==> src/rtl/counter_pkg.sv <==
// Shared constants and helpers for the modulo-M up/down counter family.
package counter_pkg;

    localparam logic DIR_UP   = 1'b1;
    localparam logic DIR_DOWN = 1'b0;

    localparam int unsigned SAT_WRAP = 0;
    localparam int unsigned SAT_HOLD = 1;

    // Bits needed to hold value-1; returns 0 for value <= 1.
    function automatic int unsigned clog2(input int unsigned value);
        int unsigned v;
        int unsigned r;
        v = (value > 0) ? value - 1 : 0;
        r = 0;
        while (v > 0) begin
            r = r + 1;
            v = v >> 1;
        end
        return r;
    endfunction

endpackage

==> src/rtl/counter_mod_m_next.sv <==
// Combinational next-state, terminal-count and wrap detection for the modulo-M counter.
module counter_mod_m_next
    import counter_pkg::*;
#(
    parameter int unsigned M   = 20,
    parameter int unsigned SAT = SAT_WRAP,
    localparam int unsigned N  = (clog2(M) < 1) ? 1 : clog2(M)
) (
    input  logic [N-1:0] q_i,
    input  logic         up_i,
    input  logic         enable_i,
    input  logic         load_i,
    input  logic [N-1:0] d_i,
    output logic [N-1:0] q_next_o,
    output logic         tc_o,
    output logic         wrap_o
);

    localparam logic [N-1:0] QMax = N'(M - 1);

    logic at_bound;
    logic [N-1:0] step_q;

    always_comb begin
        at_bound = 1'b0;
        step_q   = q_i;
        unique case (up_i)
            DIR_UP: begin
                at_bound = (q_i == QMax);
                if (at_bound) begin
                    step_q = (SAT == SAT_HOLD) ? QMax : '0;
                end else begin
                    step_q = q_i + N'(1);
                end
            end
            DIR_DOWN: begin
                at_bound = (q_i == '0);
                if (at_bound) begin
                    step_q = (SAT == SAT_HOLD) ? '0 : QMax;
                end else begin
                    step_q = q_i - N'(1);
                end
            end
            default: begin
                at_bound = 1'b0;
                step_q   = q_i;
            end
        endcase
    end

    always_comb begin
        q_next_o = q_i;
        if (load_i) begin
            // Out-of-range load values clamp to the top of the range.
            q_next_o = (d_i > QMax) ? QMax : d_i;
        end else if (enable_i) begin
            q_next_o = step_q;
        end
    end

    assign tc_o   = enable_i & ~load_i & at_bound;
    assign wrap_o = tc_o & (SAT == SAT_WRAP);

endmodule

==> src/rtl/counter_mod_m_updown.sv <==
// Modulo-M up/down counter with load, saturate/wrap mode, cascade tc and rollover pulse.
// Optional rollover event counter on port wraps when COUNTER_WRAPCNT_EN is defined.
module counter_mod_m_updown
    import counter_pkg::*;
#(
    parameter int unsigned M   = 20,
    parameter int unsigned SAT = SAT_WRAP,
    parameter int unsigned W   = 8,
    localparam int unsigned N  = (clog2(M) < 1) ? 1 : clog2(M)
) (
    input  logic         clk,
    input  logic         sclr,
    input  logic         enable,
    input  logic         up,
    input  logic         load,
    input  logic [N-1:0] d,
    output logic [N-1:0] Q,
    output logic         tc,
`ifdef COUNTER_WRAPCNT_EN
    output logic [W-1:0] wraps,
`endif
    output logic         rollover
);

    if (M < 2) begin : g_bad_m
        $error("counter_mod_m_updown: M must be >= 2");
    end
    if (W < 1) begin : g_bad_w
        $error("counter_mod_m_updown: W must be >= 1");
    end

    logic [N-1:0] q_d, q_q, q_next;
    logic         rollover_d, rollover_q;
    logic         wrap;

    counter_mod_m_next #(
        .M   (M),
        .SAT (SAT)
    ) u_next (
        .q_i      (q_q),
        .up_i     (up),
        .enable_i (enable),
        .load_i   (load),
        .d_i      (d),
        .q_next_o (q_next),
        .tc_o     (tc),
        .wrap_o   (wrap)
    );

    always_comb begin
        q_d        = q_next;
        rollover_d = wrap;
        if (sclr) begin
            q_d        = '0;
            rollover_d = 1'b0;
        end
    end

    always_ff @(posedge clk) begin
        q_q        <= q_d;
        rollover_q <= rollover_d;
    end

    assign Q        = q_q;
    assign rollover = rollover_q;

`ifdef COUNTER_WRAPCNT_EN
    logic [W-1:0] wraps_d, wraps_q;

    always_comb begin
        wraps_d = wraps_q;
        if (sclr) begin
            wraps_d = '0;
        end else if (wrap && (wraps_q != {W{1'b1}})) begin
            wraps_d = wraps_q + W'(1);
        end
    end

    always_ff @(posedge clk) begin
        wraps_q <= wraps_d;
    end

    assign wraps = wraps_q;
`endif

endmodule

==> config.mk <==
export PLATFORM = sky130hd
export DESIGN_NAME = counter_mod_m_updown
export DESIGN_NICKNAME = d
export VERILOG_FILES = /design/src/rtl/counter_pkg.sv /design/src/rtl/counter_mod_m_next.sv /design/src/rtl/counter_mod_m_updown.sv
export SDC_FILE = /design/constraint.sdc
export NUM_CORES = 1
export LEC_CHECK = 0
export ABC_CLOCK_PERIOD_IN_PS = 4800
export CAP_MARGIN = 20
export CORE_MARGIN = 2
export CORE_UTILIZATION = 40
export DETAILED_ROUTE_END_ITERATION = 12
export PLACE_DENSITY = 0.77
export SYNTH_ARGS = -nofsm -noshare
export SYNTH_HDL_FRONTEND = slang
export SYNTH_HIERARCHICAL = 1
export SYNTH_SLANG_ARGS = --single-unit
==> constraint.sdc <==
create_clock -name clk -period 4.8 [get_ports clk]
set_input_delay 1.2 -clock clk [delete_from_list [all_inputs] [get_ports clk]]
set_output_delay 1.2 -clock clk [all_outputs]
set_load 0.02 [all_outputs]
======== Word-level counts from Yosys, hierarchy flattened ========
Index checks and enable logic that the tools add are counted.
word-level totals
  register bits ........................... 6
  word-level logic and storage cells ...... 19
operators by class
  muxes and demuxes ....................... 7
  order comparisons ....................... 1
  reductions and logical operators ........ 2
  bitwise operators ....................... 4
  add/subtract/negate cells ............... 2
  equal/unequal tests ..................... 1
operators with widths
  kind                                                                number
  5-bit 2-to-1 mux                                                    5
  5-bit case mux with 2 select lines                                  1
  5-bit by 1-bit adder with 5-bit output, second input constant       1
  5-bit == test, second input constant                                1
  5-bit greater-than comparator, second input constant                1
  5-bit zero test                                                     1
  5-bit by 1-bit subtractor with 5-bit output, second input constant  1
  1-bit AND                                                           2
  1-bit NOT                                                           2
  1-bit case mux with 2 select lines                                  1
  2-bit nonzero test                                                  1

======== Longest topological paths before layout ========
Gate-level depths: netlist of the first run.
  depth in word-level cells ............... 5
  depth in mapped cells ................... 7
  gate-level depth less buffers ........... 7

======== Cells and area by module ========
The synthesis of the first run kept the hierarchy.
modules (own cells, without submodules)
  module                times used  seq. area each (sq um)  cells each  area each (sq um)
  counter_mod_m_next    1           0.0                     59          376.6
  counter_mod_m_updown  1           120.1                   12          157.7

======== Worst setup path before layout of the first run ========
No wires, ideal clock.
  path type ............................... input to output
  from .................................... input port up
  to ...................................... output port tc
  arrival ................................. 2.158 ns
  path slack .............................. 1.442 ns
  stages on the path ...................... 3
  path buffers ............................ 1
  cells stage by stage .................... clkbuf_1 > or3_1 > a21oi_1
between the ends
  word-level cells in the longest chain between the ends .. 3
ends and longest elaborated chain
  what                                  RTL line                    text
  start: declaration                    counter_mod_m_updown.sv:14  input logic up,
  1-bit NOT                             --
  1-bit case mux with 2 select lines *  counter_mod_m_next.sv:27    unique case (up_i)
  1-bit AND *                           counter_mod_m_next.sv:61    assign tc_o = enable_i & ~load_i & at_bound;
  end: declaration                      counter_mod_m_updown.sv:18  output logic tc,
Every way passes the cells marked *; elsewhere a longest branch is shown, timed or not.

======== Final worst setup path of the first run ========
  from .................................... input port load
  to ...................................... output port tc
between the ends
  word-level cells in the longest chain between the ends .. 3
ends and longest elaborated chain
  what                     RTL line                    text
  start: declaration       counter_mod_m_updown.sv:15  input logic load,
  1-bit NOT                counter_mod_m_next.sv:61
  1-bit AND (2 in series)  counter_mod_m_next.sv:61
No other way between the ends.

==> impl_metrics.json, run 1 <==
{
  "synth_fp_nets": 83,
  "finalWirelength_um": 1330,
  "syn_area_um2": 534.3,
  "cts_resized": 0,
  "synth_top_cell_area_share": 0.2248,
  "grt_first_pass_wirelength_um": 2125,
  "post_dp_cell_area_um2": 698.2,
  "synth_cell_types": 33,
  "antenna_found_initial": 0,
  "grt.total_usage": 0.1968,
  "die_area_um2": 1644,
  "syn-instance-count": 71,
  "die_w_um": 40.55,
  "cp_cell_sequence": "clkdlybuf4s50_1, inv_1, nand2_1, a21oi_1, clkdlybuf4s50_1",
  "yosys_warnings": 6,
  "grt_pass1_vias": 513,
  "place.port_buffers": 16,
  "finalSetupViolations": 0,
  "post-cts-setup-buffers": 0,
  "drtIter0Drc": 6,
  "worst_pin_slew_ps": 347.1,
  "seq_area_frac_synth": 0.2248,
  "finalMaxSlewViolations": 0,
  "area_growth_pct": 34.89,
  "gp_congestion": 0.8102,
  "clkLatencyLatePin_ps": 240,
  "hold_viol_final": 0,
  "drive_gt1_frac": 0.1163,
  "critPathKind": "in -> out",
  "clk_path_buf_depth": 2,
  "min_period_ps": 4042,
  "max_freq_ghz": 0.2474,
  "synth_top_area_cell": "dfxtp_1",
  "die_y_um": 40.55,
  "overflow": 0,
  "h-tree-depth": 1,
  "hold_class": "reg -> reg",
  "num_rows": 13,
  "drc": 0,
  "cp_max_fo": 8,
  "drt-pass1-iter-count": 5,
  "power.leakage_nw": 0.2899,
  "clk_pin_slew_ps": 40,
  "rsz0062_at_grt": "false",
  "synthArstFlopShare": 0,
  "drv_cap": 0,
  "fin_skew_ps": 1.866,
  "final_area_um2": 720.7,
  "power_density_nw_per_um2": 232.1,
  "dp_hpwl_um": 1042,
  "clkSinkCount": 6,
  "fin_crit_sh": 0.8421,
  "ys_seq_elements": 6,
  "critPathRequiredTime_ps": 3600,
  "viasPerCell": 5.604,
  "synth.most_common_cell": "nor2_1",
  "slowest_stage": "clkdlybuf4s50_1",
  "arrival_ps": 2840,
  "synth_edf_count": 0,
  "max_stage_delay_ps": 630,
  "core-area_um2": 1269,
  "wl_per_cell_um": 13.17,
  "timing.critical_path.mode_cell": "clkdlybuf4s50_1",
  "cts_tree": "yes",
  "worst_setup_path_start_kind": "primary input",
  "timing.setup.tns_ps": 0,
  "maxSlewHeadroom": 0.7683,
  "yosys-top-cells-count": "nor2_1, a21oi_1, dfxtp_1, inv_1, nor2b_1",
  "synthFlopType": "dfxtp_1",
  "cts.hold.buffers_added": 0,
  "yosys-top-cells-area": "dfxtp_1, nor2b_1, a21oi_1",
  "clock-root-buffer": "clkbuf_4",
  "worst_setup_path_end_kind": "output pin",
  "synth_area_per_cell_um2": 7.525,
  "status": "finished, final reports clean",
  "start_util": 0.4211,
  "cts-buffers-inserted": 3,
  "nets": 100,
  "num_antenna_cells": 0,
  "ant_nets": 0,
  "grt_max_degree": 13,
  "ios": 17,
  "ir_drop_uv": 172.5,
  "vias": 566
}
-- sequential cells by signal (all words and copies together), names as in the netlist --
name      flops
rollover      1
Q             5
-- report_power, final --
group | total, mW | switching (mW) | internal (mW)
Clock | 0.0460 | 0.0178 | 0.0283
Combinational | 0.0601 | 0.0285 | 0.0316
Sequential | 0.0611 | 0.00749 | 0.0536
Total | 0.167 | 0.0538 | 0.113
-- cell type report --
| cell class | count | area, um^2 |
|---|---|---|
| multi-input cells | 54 | 369.1 |
| flip-flops and latches | 6 | 120.1 |
| inverters | 6 | 22.52 |
| clock buffers | 3 | 22.52 |
| fillers | 115 | 548.0 |
| well taps | 15 | 18.77 |
| repair buffers | 17 | 167.7 |
-- through the flow --
stage	util	hold slack (ps)	cells	total power, mW	setup slack (ps)
final	0.5680	799.2	101	0.1673	757.7
after CTS	0.5680	798.3	101	0.1681	761.9
after global placement	0.5503	786.3	98	0.1197	775.6
after global routing	0.5680	842.5	101	0.1763	651.9
after detailed placement	0.5503	789.0	98	0.1215	778.4
after floorplan	-	789.2	71	0.09760	1442
-- routing by layer --
layer	routed length (um)	GRT usage	part of all wire
met5	0	0	0
met4	18	0.05000	0.014
met3	71	0.07778	0.053
met2	648	0.3254	0.49
met1	592	0.2343	0.45
-- path summary, 6_finish.rpt --
path                    from                   to  slack [ps]  depth (start not counted)
max                     load                   tc         760                          5
max reg2reg  Q[0]$_SDFF_PP0_      Q[0]$_SDFF_PP0_        2680                          7
min          Q[4]$_SDFF_PP0_  rollover$_SDFF_PP0_         800                          3
min reg2reg  Q[4]$_SDFF_PP0_  rollover$_SDFF_PP0_         800                          3
-- layout by cell type, fill, tap and decap left out, types with 3 or more instances in the layout --
cell and n:
dfxtp_1 6, clkdlybuf4s50_1 16, nor2b_1 6, inv_1 6, nor2_1 7, clkbuf_4 3, a21oi_1 6, nand2_1 5
-- critical path: cells and delay by family --
family                 cells  cell delay (ps)
buffers and inverters      3             1340
AOI/OAI and AO/OA          1              190
and+or+nand+nor            1              110
-- cell families after synthesis --
kind of cell,share of synthesized area
buffers and inverters,0.08430
muxes,0.05855
adders and majority gates,0.04683
xor gates and xnor gates,0.03279
AOI/OAI and AO/OA,0.2694
and+or+nand+nor,0.2834
DFF,0.2248
Power figures use the tool's default switching activity.
==> inputs of run 2 (changes only) <==
--- a/config.mk
+++ b/config.mk
@@ -5,12 +5,12 @@
 export SDC_FILE = /design/constraint.sdc
 export NUM_CORES = 1
 export LEC_CHECK = 0
-export ABC_CLOCK_PERIOD_IN_PS = 4800
+export ABC_CLOCK_PERIOD_IN_PS = 3600
 export CAP_MARGIN = 20
 export CORE_MARGIN = 2
-export CORE_UTILIZATION = 40
+export CORE_UTILIZATION = 39
 export DETAILED_ROUTE_END_ITERATION = 12
-export PLACE_DENSITY = 0.77
+export PLACE_DENSITY = 0.78
 export SYNTH_ARGS = -nofsm -noshare
 export SYNTH_HDL_FRONTEND = slang
 export SYNTH_HIERARCHICAL = 1
==> constraint.sdc (replaced) <==
create_clock -name clk -period 3.6 [get_ports clk]
set_input_delay 0.9 -clock clk [delete_from_list [all_inputs] [get_ports clk]]
set_output_delay 0.9 -clock clk [all_outputs]
set_load 0.02 [all_outputs]
==> run 2 against run 1 <==
Net effect: power grew 37%; global-route usage is 0.50 points higher; non-clock buffer count grew 2; sequential power rose by 33%; critical path type unchanged.
==> impl_metrics.json, run 2 (same netlist as run 1, synthesis figures left out) <==
{
  "clock-root-buffer": "clkbuf_4",
  "grt_max_degree": 13,
  "grt.total_usage": 0.2018,
  "overflow": 0,
  "status": "finished, final reports clean",
  "min_period_ps": 3088,
  "critPathKind": "in -> out",
  "num_rows": 13,
  "clk_path_buf_depth": 2,
  "hold_viol_final": 0,
  "place.port_buffers": 16,
  "switching_share": 0.3329,
  "cp_num_cells": 5,
  "die_w_um": 41.01,
  "dp_hpwl_um": 1121,
  "vias": 574,
  "clkLatencyLatePin_ps": 250,
  "largest_reg_flops": 5,
  "core-area_um2": 1285,
  "finalSetupViolations": 0,
  "ir_drop_uv": 166.7,
  "gp_congestion": 0.8263,
  "ant_nets": 0,
  "mostFrequentLayoutCells": "clkdlybuf4s50_1, nor2_1",
  "area_growth_pct": 38.17,
  "clkSinkCount": 6,
  "p_total_uw": 229.1,
  "worst_setup_path_end_kind": "output pin",
  "finalWirelength_um": 1432,
  "worst_setup_path_start_kind": "primary input",
  "power.leakage_nw": 0.3175,
  "rsz0062_at_grt": "false",
  "comb_power_share": 0.359,
  "intPower_uw": 152.8,
  "fin_skew_ps": 6.177,
  "h-tree-depth": 1,
  "drt-pass1-iter-count": 4,
  "p_switching_uw": 76.28,
  "arrival_ps": 2190,
  "ios": 17,
  "whs_path_depth": 3,
  "fin_util": 0.5745,
  "antenna_found_initial": 0,
  "power_density_nw_per_um2": 310.4,
  "viasPerCell": 5.573,
  "die_y_um": 41.01,
  "seqPwrFrac": 0.355,
  "final_common_cell": "clkdlybuf4s50_1",
  "cts-buffers-inserted": 3,
  "grt_pass1_vias": 499,
  "critical_path.top_delay_family": "buffers and inverters",
  "die_area_um2": 1682,
  "max_stage_delay_ps": 480,
  "drc": 0,
  "hold_class": "reg -> reg",
  "clk_pin_slew_ps": 50,
  "start_util": 0.4158,
  "critPathRequiredTime_ps": 2700,
  "max_freq_ghz": 0.3238,
  "cp.buffers_inverters": 3,
  "drive_gt1_frac": 0.1364,
  "rr_worst_depth": 7,
  "grt_first_pass_wirelength_um": 2145,
  "cp_max_fo": 10,
  "clock_power_share": 0.286,
  "nets": 102,
  "cp_cell_sequence": "clkdlybuf4s50_1, buf_4, nand4_1, a21oi_1, dlymetal6s2s_1",
  "drv_cap": 0,
  "timing.setup.tns_ps": 0,
  "maxSlewHeadroom": 0.7582,
  "drtIter0Drc": 9,
  "cts_tree": "yes",
  "num_antenna_cells": 0,
  "slowest_stage": "clkdlybuf4s50_1",
  "worst_pin_slew_ps": 362.2,
  "cts.hold.buffers_added": 0,
  "finalMaxSlewViolations": 0,
  "fin_crit_sh": 0.8578,
  "wl_per_cell_um": 13.90
}
==> run 2: cell count changes in the layout (fill, tap and decap cells not counted), sizes merged <==
| cell | delta |
|---|---|
| clkdlybuf4s50 | -1 |
| dlymetal6s2s | +1 |
| buf | +2 |
==> run 2: cell type report <==
| type | count | area (um^2) |
|---|---|---|
| inverter | 6 | 22.52 |
| clock buffer | 3 | 22.52 |
| tap | 15 | 18.77 |
| sequential | 6 | 120.1 |
| timing repair buffer | 19 | 185.2 |
| multi-input combinational | 54 | 369.1 |
| fill | 125 | 546.8 |
==> run 2: metal layers <==
metal	track usage	vias to the layer above	wire, um
met4	0.08333	0	7
met2	0.3203	22	718
met3	0.05435	2	67
met1	0.2532	260	638
met5	0	-	0
li1	-	290	-
==> run 2: worst paths after layout <==
path / startpoint / to / slack [ps]
setup reg to reg: Q[1]$_SDFF_PP0_ / Q[0]$_SDFF_PP0_ / 1420
hold reg to reg: Q[2]$_SDFF_PP0_ / Q[2]$_SDFF_PP0_ / 830
hold / removal: Q[2]$_SDFF_PP0_ / Q[2]$_SDFF_PP0_ / 830
setup / recovery: up / tc / 510
==> run 2: power groups by stage <==
stage | clock network [mW] | logic [mW] | registers (mW)
global placement | 0 | 0.0804 | 0.0825
CTS | 0.0658 | 0.0821 | 0.0814
detailed placement | 0 | 0.0813 | 0.0827
global route | 0.0732 | 0.0895 | 0.0827
floorplan | 0 | 0.0472 | 0.0829
finish | 0.0655 | 0.0822 | 0.0814
==> run 2: tightest hold or removal path, delay by kind of cell, from the launching register on <==
family,cells,cell delay [ps]
DFF,1,400
muxes,1,180
and+or+nand+nor,1,120
AOI/OAI and AO/OA,1,80
==> run 2: metrics by stage <==
stage | cells | cell area, um^2 | setup slack [ps] | hold slack (ps)
floorplan | 71 | 534.3 | 842.0 | 789.2
global placement | 100 | 713.2 | 186.5 | 773.8
detailed placement | 100 | 713.2 | 134.5 | 830.4
CTS | 103 | 735.7 | 112.2 | 834.7
global route | 103 | 738.2 | 389.9 | 884.2
finish | 103 | 738.2 | 512.0 | 835.0
==> run 2: what timing repair did <==
item	CTS	global route
setup buffers	0	0
resized for setup	0	1
endpoints found under the setup margin	0	1
